**config.mk**
```make
export PLATFORM = sky130hd
export DESIGN_NAME = rv_control_fsm
export DESIGN_NICKNAME = d
export VERILOG_FILES = /design/src/rtl/rv_control_fsm.sv
export SDC_FILE = /design/constraint.sdc
export NUM_CORES = 1
export LEC_CHECK = 0
export ABC_AREA = 0
export ABC_CLOCK_PERIOD_IN_PS = 4100
export CAP_MARGIN = 20
export CORE_MARGIN = 4
export CORE_UTILIZATION = 45
export CTS_CLUSTER_SIZE = 12
export DETAILED_ROUTE_END_ITERATION = 6
export DONT_BUFFER_PORTS = 1
export MAX_ROUTING_LAYER = met4
export SLEW_MARGIN = 15
export SYNTH_ARGS = -nofsm -noshare
export SYNTH_HDL_FRONTEND = slang
export SYNTH_SLANG_ARGS = --single-unit
```
**constraint.sdc**
```tcl
create_clock -name clk -period 4.1 [get_ports clk]
set_input_delay 0.205 -clock clk [delete_from_list [all_inputs] [get_ports clk]]
set_output_delay 0.205 -clock clk [all_outputs]
set_load 0.05 [all_outputs]
```
**src/rtl/rv_control_fsm.sv**
```systemverilog
// Multi-cycle RV32I control unit: FETCH/DECODE/EXECUTE/MEM/WRITEBACK sequencing with a data-memory req/ack handshake.
// Optional performance counters are enabled by defining RV_CTRL_PERF_CNT_EN.
module rv_control_fsm #(
    parameter int unsigned TIMEOUT_CYCLES = 16
) (
    input  logic        clk,
    input  logic        rst_n,
    input  logic [31:0] instruction,
    input  logic        alu_zero,
    input  logic        halt_req,
    input  logic        dmem_ack,
    output logic        ir_load,
    output logic        pc_en,
    output logic        pc_src,
    output logic        reg_wr,
    output logic [3:0]  alu_op,
    output logic        alu_src_imm,
    output logic [1:0]  wb_sel,
    output logic        dmem_req,
    output logic        dmem_we,
    output logic [2:0]  state,
    output logic        fault,
    output logic [31:0] cycle_count,
    output logic [31:0] instret_count
);

    typedef enum logic [2:0] {
        FETCH     = 3'd0,
        DECODE    = 3'd1,
        EXECUTE   = 3'd2,
        MEM       = 3'd3,
        WRITEBACK = 3'd4,
        FAULT     = 3'd5
    } state_t;

    localparam logic [6:0] OP_R      = 7'b0110011;
    localparam logic [6:0] OP_I      = 7'b0010011;
    localparam logic [6:0] OP_LOAD   = 7'b0000011;
    localparam logic [6:0] OP_STORE  = 7'b0100011;
    localparam logic [6:0] OP_BRANCH = 7'b1100011;
    localparam logic [6:0] OP_JAL    = 7'b1101111;

    localparam logic [7:0] WAIT_LAST = 8'(TIMEOUT_CYCLES - 1);

    state_t     st;
    logic [6:0] ir_opcode;
    logic [2:0] ir_funct3;
    logic       ir_f7b5;
    logic [4:0] ir_rd;
    logic [7:0] wait_cnt;
    logic       pc_en_q;
    logic       pc_src_q;

    // rs1/rs2/immediate fields belong to the datapath, not the controller
    logic unused_instr_bits;
    assign unused_instr_bits = ^{instruction[31], instruction[29:15]};

    logic is_r, is_i, is_load, is_store, is_branch, is_jal, supported;
    logic branch_taken, store_done;

    assign is_r      = (ir_opcode == OP_R);
    assign is_i      = (ir_opcode == OP_I);
    assign is_load   = (ir_opcode == OP_LOAD);
    assign is_store  = (ir_opcode == OP_STORE);
    assign is_branch = (ir_opcode == OP_BRANCH);
    assign is_jal    = (ir_opcode == OP_JAL);
    assign supported = is_r | is_i | is_load | is_store | is_jal
                     | (is_branch & (ir_funct3[2:1] == 2'b00));

    assign branch_taken = (ir_funct3[0] == 1'b0) ? alu_zero : ~alu_zero;
    // A store retires in the ack cycle itself; a reset in that cycle cancels the PC update
    assign store_done   = rst_n & (st == MEM) & is_store & dmem_ack;

    assign ir_load = rst_n & (st == FETCH) & ~halt_req;
    assign pc_en   = pc_en_q | store_done;
    assign pc_src  = (st == EXECUTE && is_branch) ? branch_taken : pc_src_q;
    assign state   = st;

    always_ff @(posedge clk) begin
        if (!rst_n) begin
            st          <= FETCH;
            ir_opcode   <= '0;
            ir_funct3   <= '0;
            ir_f7b5     <= 1'b0;
            ir_rd       <= '0;
            wait_cnt    <= '0;
            pc_en_q     <= 1'b0;
            pc_src_q    <= 1'b0;
            reg_wr      <= 1'b0;
            alu_op      <= '0;
            alu_src_imm <= 1'b0;
            wb_sel      <= '0;
            dmem_req    <= 1'b0;
            dmem_we     <= 1'b0;
            fault       <= 1'b0;
        end else begin
            // NOTE: non-blocking defaults here are overridden by later non-blocking writes in the same
            // cycle, so every one-cycle strobe drops automatically unless the next state re-asserts it.
            pc_en_q     <= 1'b0;
            pc_src_q    <= 1'b0;
            reg_wr      <= 1'b0;
            alu_op      <= '0;
            alu_src_imm <= 1'b0;
            wb_sel      <= '0;

            case (st)
                FETCH: begin
                    if (!halt_req) begin
                        ir_opcode <= instruction[6:0];
                        ir_funct3 <= instruction[14:12];
                        ir_f7b5   <= instruction[30];
                        ir_rd     <= instruction[11:7];
                        st        <= DECODE;
                    end
                end

                DECODE: begin
                    if (supported) begin
                        st      <= EXECUTE;
                        pc_en_q <= is_branch;
                        if (is_r) begin
                            alu_op <= {ir_f7b5, ir_funct3};
                        end else if (is_i) begin
                            alu_op      <= {(ir_funct3 == 3'b101) & ir_f7b5, ir_funct3};
                            alu_src_imm <= 1'b1;
                        end else if (is_load || is_store) begin
                            alu_src_imm <= 1'b1;
                        end else if (is_branch) begin
                            alu_op <= 4'b1000;
                        end
                    end else begin
                        st    <= FAULT;
                        fault <= 1'b1;
                    end
                end

                EXECUTE: begin
                    if (is_branch) begin
                        st <= FETCH;
                    end else if (is_load || is_store) begin
                        st       <= MEM;
                        dmem_req <= 1'b1;
                        dmem_we  <= is_store;
                        wait_cnt <= '0;
                    end else begin
                        st       <= WRITEBACK;
                        pc_en_q  <= 1'b1;
                        reg_wr   <= (ir_rd != 5'd0);
                        wb_sel   <= is_jal ? 2'd2 : 2'd0;
                        pc_src_q <= is_jal;
                    end
                end

                MEM: begin
                    if (dmem_ack) begin
                        dmem_req <= 1'b0;
                        dmem_we  <= 1'b0;
                        if (is_store) begin
                            st <= FETCH;
                        end else begin
                            st      <= WRITEBACK;
                            pc_en_q <= 1'b1;
                            reg_wr  <= (ir_rd != 5'd0);
                            wb_sel  <= 2'd1;
                        end
                    end else if (wait_cnt == WAIT_LAST) begin
                        st       <= FAULT;
                        fault    <= 1'b1;
                        dmem_req <= 1'b0;
                        dmem_we  <= 1'b0;
                    end else begin
                        wait_cnt <= wait_cnt + 8'd1;
                    end
                end

                WRITEBACK: st <= FETCH;

                FAULT: st <= FAULT;

                default: begin
                    st    <= FAULT;
                    fault <= 1'b1;
                end
            endcase
        end
    end

`ifdef RV_CTRL_PERF_CNT_EN
    logic [31:0] cycle_q;
    logic [31:0] instret_q;

    always_ff @(posedge clk) begin
        if (!rst_n) begin
            cycle_q   <= '0;
            instret_q <= '0;
        end else begin
            if (st != FAULT) cycle_q <= cycle_q + 32'd1;
            if (pc_en) instret_q <= instret_q + 32'd1;
        end
    end

    assign cycle_count   = cycle_q;
    assign instret_count = instret_q;
`else
    assign cycle_count   = '0;
    assign instret_count = '0;
`endif

endmodule

```
==> metrics.csv, run 1 <==
metric;value;unit
outcome;finished, final reports clean;
global placer's final weighted congestion;0.841;
Die H;81.8;µm
io pins;118;
Reg2Reg Launch Point;state[1]$_SDFFE_PN0P_;
VDD IR max;0.157;mV
Post-CTS Setup Bufs;0;
Fin. Hold Viols;0;
Worst EP arrival;2.68;ns
Filler Cell Count;544;
Port Buffers;0;
Synth async-reset ratio;0;
CTS tree;yes;
period utilization;0.703;
Clock transition at path regs;0.08;ns
first-pass GRT wire length;8050;µm
first drt pass iteration count;4;
combinational share of power;0.218;
post-CTS resize count;0;
Detailed Route Iter0 Violations;162;
worst-skew pair later-pin latency;0.29;ns
R2R cell count;5;
switch share;0.346;
main flop type after synthesis;dfxtp_1;
WHS Path Cells;1;
pre-CTS setup slack;1.49;ns
pwr dens;439;mW/mm²
CTS Buf Count;5;
ANT cells;0;
hold crit path type;input pin to register;
Die Span X;81.8;µm
ANT nets after route;0;
Syn Std Cell Area;0.00245;mm²
total track usage;0.159;
commonest non-fill, non-tap cell in the layout;conb_1;
Cell Int Power;0.000681;W
FMAX;347;MHz
synth warn;0;
Post-synth EDFFs;0;
clk root buf;clkbuf_8;
Final nets;329;
TritonCTS Sinks;40;
final wirelength;5020;µm
gr ovfl total;0;
area of the core;0.00520;mm²
Hold Path End;state[1]$_SDFFE_PN0P_;
Worst slew margin;0.297;
initial antenna violation count;0;
final worst setup slack;1.22;ns
H-tree depth;2;
largest net degree at the start of global routing;24;
Worst setup startpoint;state[0]$_SDFFE_PN0P_;
die area;0.00669;mm²
number of synthesized register bits;40;
std cell rows;26;
Slew Limit Fails;0;
via count;1824;
sequential share of power;0.422;
via/cell ratio;5.05;
RSZ-0062 raised after global routing;false;
critical path fanouts, max;17;
clock buffer depth;2;
class of the most critical setup path;register to output pin;
commonest cells after routing, fill and taps aside;conb_1, nand2_1, dfxtp_1;
vias in the first global route;1652;
RR Endpoint;wait_cnt[5]$_SDFFE_PN0P_;
startpoint types;register;
dpl hpwl;3720;µm
fin crit period;2.88;ns
R2R setup slack;1.76;ns
hold_buf cts;0;
cells after synthesis;295;
endpoint class of the critical path;output pin;
final total power;0.00104;W
setup TNS;0;ns
Clock Skew;0.00264;ns
WP data required;3.89;ns
Leakage;1.01;nW
worst hold start;rst_n;
Max Cap Viol;0;
drt drc;0;
starting density of the core;0.470;
Least-Margin Pin Slew;1.05;ns
routed len/inst;13.9;µm
hold_ws;0.0393;ns
sequential area share after synthesis;0.327;
Syn Area/Cell;8.30;µm²
layout cells sized above 1;0.0790;
endpoints failing setup;0;
Clock power frac;0.359;
Synth-to-Final Area Change;-3.01;%
post-synthesis cell type count;55;
Psw;0.000360;W
==> kinds of logic (layout without fill, tap and decap cells) <==
| kind of cell | count (synthesis) | in the layout | share of synthesized area |
|---|---|---|---|
| xor gates and xnor gates | 1 | 1 | 0.00358 |
| adders and majority gates | 2 | 2 | 0.00920 |
| buffers and inverters | 83 | 16 | 0.234 |
| DFF | 40 | 40 | 0.327 |
| AOI/OAI and AO/OA | 68 | 68 | 0.197 |
| and+or+nand+nor | 100 | 100 | 0.228 |
| other | 1 | 64 | 0.00153 |
==> state kept, by name, indices dropped and copies added (netlist names) <==
signal	cells
state	3
wb_sel	2
fault	1
pc_src_q	1
ir_f7b5	1
wait_cnt	8
alu_src_imm	1
dmem_req	1
ir_opcode	7
ir_rd	5
pc_en_q	1
ir_funct3	3
dmem_we	1
reg_wr	1
alu_op	4
==> metal layers <==
metal  wire, µm  global-route usage  part of all wire
met2       2150               0.242              0.43
met4         68              0.0581             0.014
met1       2280               0.204              0.45
met5          0                   -                 0
met3        525              0.0362              0.10
==> worst max path at each step <==
stage / endpoint / slack (ns) / depth (start not counted)
after floorplan: ir_load / 1.73 / 5
after global placement: ir_load / 1.50 / 2
after detailed placement: ir_load / 1.49 / 2
after CTS: ir_load / 1.17 / 2
after global routing: ir_load / 1.12 / 2
final: ir_load / 1.22 / 2
==> worst max-delay path, cell delays in order, from the launching register on <==
cell     delay [ns]
dfxtp_1        0.66
or4_1          0.93
nor2_1         0.78
==> synth_stat cells (all sizes together), types with 2 or more instances <==
cell | instances | area [µm²]
and4 | 4 | 35.0
a2111o | 6 | 67.6
inv | 6 | 22.5
nand3 | 7 | 47.6
a31oi | 3 | 18.8
nand2 | 46 | 173
and2 | 5 | 31.3
a31o | 4 | 35.0
nand3b | 2 | 27.5
o21ai | 6 | 30.0
dfxtp | 40 | 801
buf | 71 | 527
a41o | 2 | 20.0
and3 | 6 | 38.8
nor3 | 4 | 20.0
a211oi | 2 | 15.0
a21oi | 25 | 125
nand2b | 2 | 12.5
nor2 | 11 | 41.3
o2111ai | 7 | 61.3
nor4 | 3 | 40.0
nor2b | 2 | 12.5
clkbuf | 6 | 22.5
==> metrics by stage <==
stage | cell area (µm²) | cells | util
3_5_place_dp | 2250 | 354 | 0.431
3_3_place_gp | 2250 | 354 | 0.431
2_1_floorplan | 2690 | 358 | -
4_1_cts | 2370 | 361 | 0.456
5_1_grt | 2370 | 361 | 0.456
6_report | 2370 | 361 | 0.456
==> power groups by stage <==
stage	sequential, W	combinational [W]	clock, W
detailed placement	0.000449	0.000227	0
finish	0.000440	0.000227	0.000374
global route	0.000444	0.000244	0.000397
floorplan	0.000444	0.000262	0
global placement	0.000449	0.000226	0
CTS	0.000440	0.000227	0.000382
==> layout make-up <==
class	instances	area (µm²)	share of cell area
clock buffers	5	68.8	0.0290
multi-input cells	235	1310	0.553
well taps	70	87.6	0.0369
clock inverters	2	60.1	0.0253
flip-flops and latches	40	801	0.337
repair buffers	3	22.5	0.00948
inverters	6	22.5	0.00948
Note: power is estimated with default switching activity, not from simulation.
==> run 2: changes to the inputs <==
--- a/config.mk
+++ b/config.mk
@@ -5,8 +5,8 @@
 export SDC_FILE = /design/constraint.sdc
 export NUM_CORES = 1
 export LEC_CHECK = 0
-export ABC_AREA = 0
-export ABC_CLOCK_PERIOD_IN_PS = 4100
+export ABC_AREA = 1
+export ABC_CLOCK_PERIOD_IN_PS = 2600
 export CAP_MARGIN = 20
 export CORE_MARGIN = 4
 export CORE_UTILIZATION = 45
==> constraint.sdc (replaced) <==
create_clock -name clk -period 2.6 [get_ports clk]
set_input_delay 0.13 -clock clk [delete_from_list [all_inputs] [get_ports clk]]
set_output_delay 0.13 -clock clk [all_outputs]
set_load 0.05 [all_outputs]
==> run 2 against run 1 <==
  * Via count rose by 0.33%
  * Sequential power increased by 56%
  * Critical path type unchanged
  * Register-to-register slack worse by 0.71 ns
  * Largest cell class unchanged
==> metrics.csv, run 2 <==
metric;value;unit;change
hold crit path type;input pin to register;;unchanged
RSZ-0062 raised after global routing;false;;unchanged
area leader, netlist;dfxtp_1;;unchanged
Die Span X;81.3;µm;was 81.8 µm
area of the core;0.00517;mm²;was 0.00520 mm²
pre-CTS setup slack;0.959;ns;was 1.49 ns
final wirelength;4490;µm;was 5020 µm
Syn Std Cell Area;0.00242;mm²;was 0.00245 mm²
Yosys top cell area share;0.331;;was 0.327
Port Buffers;0;;unchanged
crit path cell chain;buf_4 -> inv_2 -> nand2_1 -> inv_2 -> nand2_2 -> nor2_1 -> buf_4;;was or4_1 -> nor2_1
Multi-input gate area;0.00121;mm²;was 0.00131 mm²
total track usage;0.143;;was 0.159
WP data required;2.47;ns;was 3.89 ns
WHS Path Cells;2;;was 1
gr ovfl total;0;;unchanged
commonest non-fill, non-tap cell in the layout;conb_1;;unchanged
endpoint class of the critical path;output pin;;unchanged
FMAX;514;MHz;
Syn Area/Cell;7.29;µm²;was 8.30 µm²
max reg flops;8;;unchanged
Max Cap Viol;0;;unchanged
via/cell ratio;4.38;;was 5.05
critical path fanouts, max;25;;was 17
endpoints failing setup;0;;unchanged
Worst slew margin;0.653;;was 0.297
CTS Buf Count;5;;unchanged
post-CTS resize count;0;;unchanged
initial antenna violation count;0;;unchanged
main flop type after synthesis;dfxtp_1;;unchanged
pwr dens;662;mW/mm²;was 439 mW/mm²
Worst path max stage delay;0.30;ns;was 0.93 ns
largest net degree at the start of global routing;26;;was 24
synth warn;0;;unchanged
Register Area;801;µm²;unchanged
setup TNS;0;ns;unchanged
number of synthesized register bits;40;;unchanged
Hold Path End;ir_rd[0]$_SDFFE_PN0P_;;was state[1]$_SDFFE_PN0P_
critical path's slowest cell;dfxtp_1;;was or4_1
worst hold start;instruction[7];;was rst_n
Final nets;385;;was 329
io pins;118;;unchanged
H-tree depth;2;;unchanged
R2R cell count;7;;was 5
std cell rows;26;;unchanged
Slew Limit Fails;0;;unchanged
layout cells sized above 1;0.112;;was 0.0790
Synth async-reset ratio;0;;unchanged
Filler Cell Count;540;;was 544
register with the most flip-flops;wait_cnt;;unchanged
global placer's final weighted congestion;0.848;;was 0.841
Worst EP arrival;1.81;ns;was 2.68 ns
Fin. Hold Viols;0;;unchanged
class of the most critical setup path;register to output pin;;unchanged
routed len/inst;10.7;µm;was 13.9 µm
clk root buf;clkbuf_8;;unchanged
ANT cells;0;;unchanged
top post-synthesis cells by count;buf_4, nand2_1, dfxtp_1, nor2_1, inv_1;;was buf_4, nand2_1, dfxtp_1, a21oi_1, nor2_1
cell with the most instances after synthesis;buf_4;;unchanged
synth top area cells;dfxtp_1, buf_4, nand2_1;;unchanged
CTS tree;yes;;unchanged
Clock transition at path regs;0.08;ns;about the same
first drt pass iteration count;4;;unchanged
via count;1830;;was 1824
Die H;81.3;µm;was 81.8 µm
Post-CTS Setup Bufs;0;;unchanged
Leakage;1.16;nW;was 1.01 nW
TritonCTS Sinks;40;;unchanged
clock buffer depth;2;;unchanged
RR Endpoint;ir_opcode[5]$_SDFFE_PN0P_;;was wait_cnt[5]$_SDFFE_PN0P_
Detailed Route Iter0 Violations;88;;was 162
ANT nets after route;0;;unchanged
top flop regs;wait_cnt (8), ir_opcode (7), ir_rd (5);;unchanged
Clock Skew;0.00566;ns;was 0.00264 ns
vias in the first global route;1616;;was 1652
outcome;finished, final reports clean;;unchanged
final worst setup slack;0.656;ns;was 1.22 ns
fin crit period;1.94;ns;
Reg2Reg Launch Point;state[2]$_SDFFE_PN0P_;;was state[1]$_SDFFE_PN0P_
startpoint types;register;;unchanged
Post-synth EDFFs;0;;unchanged
dpl hpwl;3510;µm;was 3720 µm
VDD IR max;0.246;mV;was 0.157 mV
Least-Margin Pin Slew;0.518;ns;was 1.05 ns
Synth-to-Final Area Change;2.74;%;was -3.01%
commonest cells after routing, fill and taps aside;conb_1, nand2_1, dfxtp_1;;unchanged
worst-skew pair later-pin latency;0.29;ns;about the same
period utilization;0.748;;
drt drc;0;;unchanged
sequential area share after synthesis;0.331;;was 0.327
cells after synthesis;332;;was 295
starting density of the core;0.468;;was 0.470
die area;0.00661;mm²;was 0.00669 mm²
hold_buf cts;7;;was 0
post-synthesis cell type count;29;;was 55
first-pass GRT wire length;7190;µm;was 8050 µm
R2R setup slack;1.05;ns;was 1.76 ns
## run 2: kinds of logic (layout without fill, tap and decap cells)
logic type	count (synthesis)	count (layout)	synth area share
simple gates	137	137	0.284
buf+inv	107	60	0.270
compound gates	42	42	0.0936
flops	40	40	0.331
xor+xnor	4	4	0.0145
fa+ha+maj	1	1	0.00517
other cells	1	64	0.00155
## run 2: report_power, final
group	switching [W]	internal, W	leakage, nW
logic	0.000350	0.0000665	0.772
registers	0.0000376	0.000651	0.326
clock network	0.000226	0.000314	0.0614
total	0.000613	0.00103	1.16
## run 2: critical path: cells and delay by family, from the launching register on
kind,cells,cell delay [ns]
simple gates,3,0.54
flops,1,0.30
buf+inv,4,0.68
## run 2: through the flow
step	std cells	power [W]	instance area, µm²	util	hold slack [ns]
finish	418	0.00164	2490	0.481	0.00430
global route	418	0.00172	2490	0.481	0.00940
CTS	418	0.00166	2490	0.481	0.00178
detailed placement	403	0.00111	2290	0.444	0.233
global placement	403	0.00111	2290	0.444	0.235
floorplan	395	0.00114	2660	-	0.268
## run 2: layer usage
layer | global-route usage | part of all wire | up-vias
met2 | 0.219 | 0.46 | 85
met5 | - | 0 | -
met3 | 0.0322 | 0.089 | 5
met1 | 0.178 | 0.44 | 790
met4 | 0.0642 | 0.0098 | 0
li1 | - | - | 950
## run 2: worst max-delay path by stage
stage	cells past startpoint	start	slack, ns	endpoint
6_report	7	state[2]$_SDFFE_PN0P_	0.66	ir_load
3_5_place_dp	7	state[2]$_SDFFE_PN0P_	0.96	ir_load
4_1_cts	7	state[2]$_SDFFE_PN0P_	0.64	ir_load
3_3_place_gp	7	state[2]$_SDFFE_PN0P_	0.96	ir_load
2_1_floorplan	4	state[0]$_SDFFE_PN0P_	0.11	pc_en
5_1_grt	7	state[2]$_SDFFE_PN0P_	0.47	ir_load
## run 2: final cells by class
type / instances / share of cell area
clock buffer: 6 / 0.0332
clock inverter: 2 / 0.0156
inverter: 38 / 0.0594
multi-input combinational: 248 / 0.485
sequential: 40 / 0.322
tap: 70 / 0.0352
timing repair buffer: 14 / 0.0493
==> run 3: changes to the inputs <==
--- a/config.mk
+++ b/config.mk
@@ -6,7 +6,7 @@
 export NUM_CORES = 1
 export LEC_CHECK = 0
 export ABC_AREA = 1
-export ABC_CLOCK_PERIOD_IN_PS = 2600
+export ABC_CLOCK_PERIOD_IN_PS = 2000
 export CAP_MARGIN = 20
 export CORE_MARGIN = 4
 export CORE_UTILIZATION = 45
==> constraint.sdc (replaced) <==
create_clock -name clk -period 2 [get_ports clk]
set_input_delay 0.1 -clock clk [delete_from_list [all_inputs] [get_ports clk]]
set_output_delay 0.1 -clock clk [all_outputs]
set_load 0.05 [all_outputs]
==> run 3 against run 2 <==
  * First-iteration DRC count increased by 6.8%
  * Register-to-register slack lost 0.59 ns
  * Hold slack better by 0.0032 ns
  * Sequential power up 30%
  * Die area unchanged
  * Cell area up 2.2%
  * Cell count is 1.2% higher
  * Flip-flop and latch count unchanged
  * Via count increased by 2.3%
  * Utilization is 1.1 points higher
  * Clock power grew 29%
  * Sequential share of layout area down 0.70 points
==> metrics.csv, run 3 (synthesis results as in run 2) <==
metric;value;unit;change
CTS tree;yes;;unchanged
Clock transition at path regs;0.08;ns;about the same
Die Span X;81.3;µm;unchanged
register with the most flip-flops;wait_cnt;;unchanged
worst-skew pair later-pin latency;0.29;ns;about the same
global placer's final weighted congestion;0.895;;was 0.848
commonest cells after routing, fill and taps aside;conb_1, nand2_1, dfxtp_1;;unchanged
clock buffer depth;2;;unchanged
FMAX;572;MHz;
die area;0.00661;mm²;unchanged
TritonCTS Sinks;40;;unchanged
dpl hpwl;3470;µm;was 3510 µm
clk root buf;clkbuf_8;;unchanged
largest net degree at the start of global routing;26;;unchanged
critical path's slowest cell;dfxtp_1;;unchanged
via count;1872;;was 1830
Slew Limit Fails;0;;unchanged
outcome;finished, final reports clean;;unchanged
fin crit period;1.75;ns;
Cell Int Power;0.00135;W;was 0.00103 W
Die H;81.3;µm;unchanged
starting density of the core;0.468;;unchanged
routed len/inst;10.8;µm;was 10.7 µm
CP most frequent cell;nor2_1;;
drt drc;0;;unchanged
via/cell ratio;4.43;;was 4.38
critical path fanouts, max;25;;unchanged
first drt pass iteration count;4;;unchanged
endpoints failing setup;0;;unchanged
hold crit path type;input pin to register;;unchanged
Leakage;1.18;nW;was 1.16 nW
period utilization;0.875;;
Clock power frac;0.325;;was 0.328
Psw;0.000799;W;was 0.000613 W
startpoint types;register;;unchanged
crit path cell chain;nor2_1 -> nand2_1 -> inv_2 -> nand2_4 -> nor2_1 -> buf_4;;was buf_4 -> inv_2 -> nand2_1 -> inv_2 -> nand2_2 -> nor2_1 -> buf_4
H-tree depth;2;;unchanged
Clock Skew;0.00995;ns;was 0.00566 ns
Worst EP arrival;1.65;ns;was 1.81 ns
layout cells sized above 1;0.110;;was 0.112
area of the core;0.00517;mm²;unchanged
ANT nets after route;0;;unchanged
Post-CTS Setup Bufs;0;;unchanged
Detailed Route Iter0 Violations;94;;was 88
final total power;0.00215;W;was 0.00164 W
initial antenna violation count;0;;unchanged
gr ovfl total;0;;unchanged
RSZ-0062 raised after global routing;false;;unchanged
family with the most delay on the worst path;simple AND/OR/NAND/NOR gates;;was buffers and inverters
Bufs and invs on worst path;2;;was 4
std cell rows;26;;unchanged
vias in the first global route;1631;;was 1616
switch share;0.372;;was 0.373
total track usage;0.143;;about the same
max reg flops;8;;unchanged
Final nets;390;;was 385
ANT cells;0;;unchanged
WP data required;1.90;ns;was 2.47 ns
Max Cap Viol;0;;unchanged
Least-Margin Pin Slew;0.562;ns;was 0.518 ns
pwr dens;845;mW/mm²;was 662 mW/mm²
first-pass GRT wire length;7180;µm;was 7190 µm
Port Buffers;0;;unchanged
Worst path max stage delay;0.38;ns;was 0.30 ns
sequential share of power;0.417;;was 0.419
io pins;118;;unchanged
final wirelength;4570;µm;was 4490 µm
Post-Route Utilization;0.491;;was 0.481
CTS Buf Count;5;;unchanged
class of the most critical setup path;register to output pin;;unchanged
endpoint class of the critical path;output pin;;unchanged
VDD IR max;0.429;mV;was 0.246 mV
Synth-to-Final Area Change;5.02;%;was 2.74%
commonest non-fill, non-tap cell in the layout;conb_1;;unchanged
Worst slew margin;0.625;;was 0.653
combinational share of power;0.258;;was 0.253
Fin. Hold Viols;0;;unchanged
top flop regs;wait_cnt (8), ir_opcode (7), ir_rd (5);;unchanged
==> run 3: repair_timing <==
action                     4_1_cts  5_1_grt
gates resized for setup          0        1
hold endpoints to repair        26        1
setup endpoints to repair        0        1
hold buffers                    11        1
==> run 3: power groups by stage <==
stage | logic (W) | clock network [W] | registers (W)
2_1_floorplan | 0.000552 | 0 | 0.000934
3_3_place_gp | 0.000523 | 0 | 0.000914
3_5_place_dp | 0.000525 | 0 | 0.000915
4_1_cts | 0.000549 | 0.000721 | 0.000896
5_1_grt | 0.000600 | 0.000743 | 0.000904
6_report | 0.000554 | 0.000698 | 0.000896
==> run 3: area by class of cell <==
type | instances | area, µm²
Inverter | 38 | 148
Tap cell | 70 | 87.6
Sequential cell | 40 | 801
Clock inverter | 2 | 38.8
Fill cell | 560 | 2630
Clock buffer | 6 | 82.6
Timing Repair Buffer | 19 | 173
Multi-Input combinational cell | 248 | 1210
==> run 3: routing by layer <==
layer | part of all wire | GRT usage | vias up
li1 | - | - | 963
met2 | 0.43 | 0.218 | 89
met4 | 0.021 | 0.0541 | 0
met1 | 0.45 | 0.183 | 813
met5 | 0 | - | -
met3 | 0.094 | 0.0355 | 7
==> run 3: through the flow <==
step / hold slack (ns) / area (µm²) / TNS (ns) / instances / setup slack (ns)
final: 0.00748 / 2540 / 0 / 423 / 0.250
after global routing: 0.00191 / 2540 / 0 / 423 / 0.120
after CTS: 0.0000479 / 2530 / 0 / 422 / 0.100
after detailed placement: 0.205 / 2290 / 0 / 403 / 0.462
after global placement: 0.203 / 2290 / 0 / 403 / 0.457
after floorplan: 0.238 / 2660 / -0.0415 / 395 / -0.0415
==> run 3: worst paths after layout <==
path / startpoint / endpoint / slack, ns / cells after the start
min: instruction[5] / ir_opcode[5]$_SDFFE_PN0P_ / 0.007 / 2
min reg2reg: ir_funct3[1]$_SDFFE_PN0P_ / alu_op[1]$_SDFF_PN0_ / 0.45 / 2
max reg2reg: wait_cnt[0]$_SDFFE_PN0P_ / wait_cnt[5]$_SDFFE_PN0P_ / 0.46 / 8
max: state[0]$_SDFFE_PN0P_ / ir_load / 0.25 / 6
